===== config.mk =====
export PLATFORM = sky130hd
export DESIGN_NAME = xnor_gate_4bit
export DESIGN_NICKNAME = d
export VERILOG_FILES = /design/src/rtl/xnor_gate_4bit.sv
export SDC_FILE = /design/constraint.sdc
export NUM_CORES = 1
export LEC_CHECK = 0
export BUFFER_PORTS_ARGS = -buffer_cell sky130_fd_sc_hd__clkbuf_2
export CAP_MARGIN = 20
export CORE_AREA = 2 2 39 41
export DETAILED_ROUTE_END_ITERATION = 10
export DIE_AREA = 0 0 41 43
export GPL_TIMING_DRIVEN = 0
export SYNTH_ARGS = -nofsm -noshare
export SYNTH_HDL_FRONTEND = slang
export SYNTH_SLANG_ARGS = --single-unit

===== constraint.sdc =====
create_clock -name clk -period 0.8 [get_ports clk]
set_input_delay 0.08 -clock clk [delete_from_list [all_inputs] [get_ports clk]]
set_output_delay 0.08 -clock clk [all_outputs]
set_load 0.05 [all_outputs]

===== src/rtl/xnor_gate_4bit.sv =====
// Registered bitwise XNOR unit for the ALU logic-operation slice.
// Operands are captured on a rising edge. One cycle later the unit shows
// the XNOR result, an equality flag (all result bits set) and a valid flag.
// No input reaches any output without passing through a register.
module xnor_gate_4bit #(
    parameter int WIDTH = 4
) (
    input  logic             clk,
    input  logic             rst_n,
    input  logic             in_valid,
    input  logic [WIDTH-1:0] x,
    input  logic [WIDTH-1:0] y,
    output logic [WIDTH-1:0] o,
    output logic             out_valid,
    output logic             eq
);

    // Per-bit XNOR: bit i is set exactly when x[i] and y[i] agree.
    // There is no carry and no sign interpretation.
    function automatic logic [WIDTH-1:0] bit_xnor(
        input logic [WIDTH-1:0] a,
        input logic [WIDTH-1:0] b
    );
        return ~(a ^ b);
    endfunction

    // The equality flag is the AND of every result bit, so it is set
    // only when the two operands match in all WIDTH positions.
    function automatic logic all_ones(input logic [WIDTH-1:0] v);
        return &v;
    endfunction

    logic [WIDTH-1:0] xnor_p0;
    logic             eq_p0;

    logic [WIDTH-1:0] o_p1;
    logic             eq_p1;
    logic             vld_p1;

    // Stage p0: combinational result and flag from the current operands
    always_comb begin
        xnor_p0 = bit_xnor(x, y);
        eq_p0   = all_ones(xnor_p0);
    end

    // Stage p0 -> p1: capture on valid, hold on idle. Reset overrides a
    // valid operation in the same cycle, so that operation is dropped.
    always_ff @(posedge clk) begin
        if (!rst_n) begin
            o_p1   <= '0;
            eq_p1  <= 1'b0;
            vld_p1 <= 1'b0;
        end else begin
            vld_p1 <= in_valid;
            // In an idle cycle o and eq keep their last values.
            // Unknown operand values therefore cannot reach them.
            if (in_valid) begin
                o_p1  <= xnor_p0;
                eq_p1 <= eq_p0;
            end
        end
    end

    assign o         = o_p1;
    assign eq        = eq_p1;
    assign out_valid = vld_p1;

endmodule


==> flow_metrics.env <==
export IMPL_outcome="complete, but fails checks"
export IMPL_violations="negative setup slack"
export IMPL_grt_most_used_layer="met2"
export IMPL_tightest_slew_ps=202
export IMPL_areaGrowthSynthToFinish_pct=80.8
export IMPL_path_class="reg -> out"
export IMPL_grt_overflow_total=0
export IMPL_drv_cap=0
export IMPL_critPathBufInv=1
export IMPL_endpoint_kind="output port"
export IMPL_cp_arrival_ps=750
export IMPL_finalInstanceArea_um2=459
export IMPL_pwr_share_comb_pct=26.7
export IMPL_die_w_um=41
export IMPL_die_area_mm2=0.00176
export IMPL_grt_pass1_vias=216
export IMPL_yosys_area_top_type="dfxtp_1"
export IMPL_antennaDiodeCount=0
export IMPL_post_drt_wl_per_cell_um=8.98
export IMPL_final_util_pct=33.2
export IMPL_syn_avg_cell_area_um2=10.6
export IMPL_dr_total_vias=231
export IMPL_power_internal_uw=604
export IMPL_cts_htree_levels=1
export IMPL_hold_violations=0
export IMPL_rows=14
export IMPL_required_ps=720
export IMPL_synth_distinct_cells=10
export IMPL_ys_top_cells_by_area="dfxtp_1, mux2i_1, xnor2_1"
export IMPL_cts_num_sinks=6
export IMPL_worst_setup_path_start_kind="flop"
export IMPL_drc_errors=0
export IMPL_slew_viol_final=0
export IMPL_cts_buffers=3
export IMPL_p_per_area_mw_per_mm2=1830
export IMPL_switching_share_pct=28.3
export IMPL_leakagePower_nw=0.210
export IMPL_placed_area_um2=355
export IMPL_worst_path_largest_cell_delay_ps=350
export IMPL_die_y_um=43
export IMPL_clockBufferDepth=2
export IMPL_rsz0062_at_grt="yes"
export IMPL_coreArea_mm2=0.00138
export IMPL_antenna_found_initial=0
export IMPL_synth_top_area_share_pct=47.3
export IMPL_grt_pass1_wl_um=848
export IMPL_drt_pre_antenna_iters=2
export IMPL_fin_crit_sh_pct=104
export IMPL_grt_max_degree=7
export IMPL_clkLatencyLatePin_ps=240
export IMPL_cts_tree="yes"
export IMPL_cts_clk_slew_worst_paths_ps=40
export IMPL_fin_ws_ps=-33.9
export IMPL_finClkSkew_ps=0
export IMPL_hold_path_class="in -> reg"
export IMPL_io_buffers=15
export IMPL_ctsHoldBuffers=0
export IMPL_place_ws_ps=88.4
export IMPL_wl_um=521
export IMPL_gr_usage_met3_pct=4.71
export IMPL_netlist_area_um2=254
export IMPL_crit_chain="clkbuf_16"
export IMPL_viasPerCell=3.98
export IMPL_synth_seq_cells=6
export IMPL_setup_violations=5
export IMPL_cp_slowest_cell="dfxtp_2"
export IMPL_initial_utilization_pct=18.4
export IMPL_synthCells=24
export IMPL_syn_nets=35
export IMPL_cts_root_buf="clkbuf_4"
export IMPL_postCtsSetupBuffers=0
export IMPL_irDropWorstVdd_v=0.000947
export IMPL_p_switching_uw=238
export IMPL_ys_seq_area_share_pct=47.3
export IMPL_p_seq_share_pct=40.4
export IMPL_nets=55
export IMPL_slew_headroom_pct=86.5
export IMPL_layout_drive_gt1_share_pct=59.5
export IMPL_num_fill_cells=145
export IMPL_drt_iter0_drc=2
export IMPL_gr_usage_met1_pct=8.12
export IMPL_crit_fanout=2
export IMPL_use_met2_pct=11.3
export IMPL_fin_cells=58
export IMPL_dp_cells=55
export IMPL_pwr_share_clk_pct=32.9
export IMPL_fin_crit_ps=834
export IMPL_pin_count=17
export IMPL_finalWeightedCongestion=0.680
export IMPL_grtUsageTotal_pct=7.65
export IMPL_ys_warn_count=0
export IMPL_critical_path_top_delay_family="flip-flops"
export IMPL_drtAntennaViolNets=0
export IMPL_fmax_ghz=1.20
per-stage QoR:
step                      setup TNS, ps  total power [mW]  hold slack, ps
after floorplan                       0             0.464             197
final                             -62.5             0.842             118
after CTS                          -154             0.844             111
after global placement                0             0.516             361
after detailed placement              0             0.517             363
after global routing               -187             0.891             145
cell usage after synthesis:
| cell type | count |
|---|---|
| nand3b_1 | 1 |
| inv_1 | 1 |
| xnor2_1 | 4 |
| nand4_1 | 1 |
| mux2i_1 | 4 |
| nand2_1 | 1 |
| o21ai_1 | 1 |
| buf_4 | 1 |
| dfxtp_1 | 6 |
| nor2b_1 | 4 |
worst paths after layout:
| kind | start | cells after the start | to | slack (ps) |
|---|---|---|---|---|
| setup / recovery | o[0] | 1 | o[0] | -30 |
| hold / removal | in_valid | 3 | out_valid | 120 |
| hold reg to reg | eq | 2 | eq | 480 |
| setup reg to reg | o[0] | 2 | o[0] | 170 |
placed cells by master, fill, tap and decap left out, drive strengths merged:
cell and instances:
nand2 1, buf 5, dfxtp 6, nor2b 4
clkbuf 14, o21ai 1, inv 1, xnor2 4
nand4 1, nand3b 1, mux2i 4
state kept, by name, summed over array words and instances, names as in the netlist:
register   count
o              4
eq             1
out_valid      1
metal layers:
metal | wire length, um | part of all wire [%]
met3 | 43 | 8.3
met2 | 268 | 51
met1 | 196 | 38
met5 | 0 | 0
met4 | 13 | 2.5
cell type report:
class / instances / area, um^2 / area share (%)
Buffer: 1 / 7.51 / 1.63
Clock buffer: 3 / 22.5 / 4.90
Inverter: 1 / 3.75 / 0.817
Multi-Input combinational cell: 16 / 123 / 26.7
Sequential cell: 6 / 128 / 27.8
Tap cell: 16 / 20.0 / 4.36
Timing Repair Buffer: 15 / 155 / 33.8
timing repair:
action	CTS	global route
resized for setup	15	4
endpoints found under the setup margin	6	6
cloned	0	0
cells by family after synthesis:
kind of cell | synth area share (%)
XOR/XNOR | 13.8
buffers and inverters | 4.43
multiplexers | 15.8
AND/OR/NAND/NOR | 16.7
flip-flops | 47.3
AO/OA/AOI/OAI | 1.97
power by group through the flow:
| stage | logic [mW] | clock network (mW) | registers, mW |
|---|---|---|---|
| floorplan | 0.0589 | 0 | 0.405 |
| global placement | 0.179 | 0 | 0.336 |
| detailed placement | 0.180 | 0 | 0.337 |
| CTS | 0.220 | 0.288 | 0.336 |
| global route | 0.239 | 0.311 | 0.341 |
| finish | 0.225 | 0.277 | 0.341 |
(Power assumes the default switching activity.)
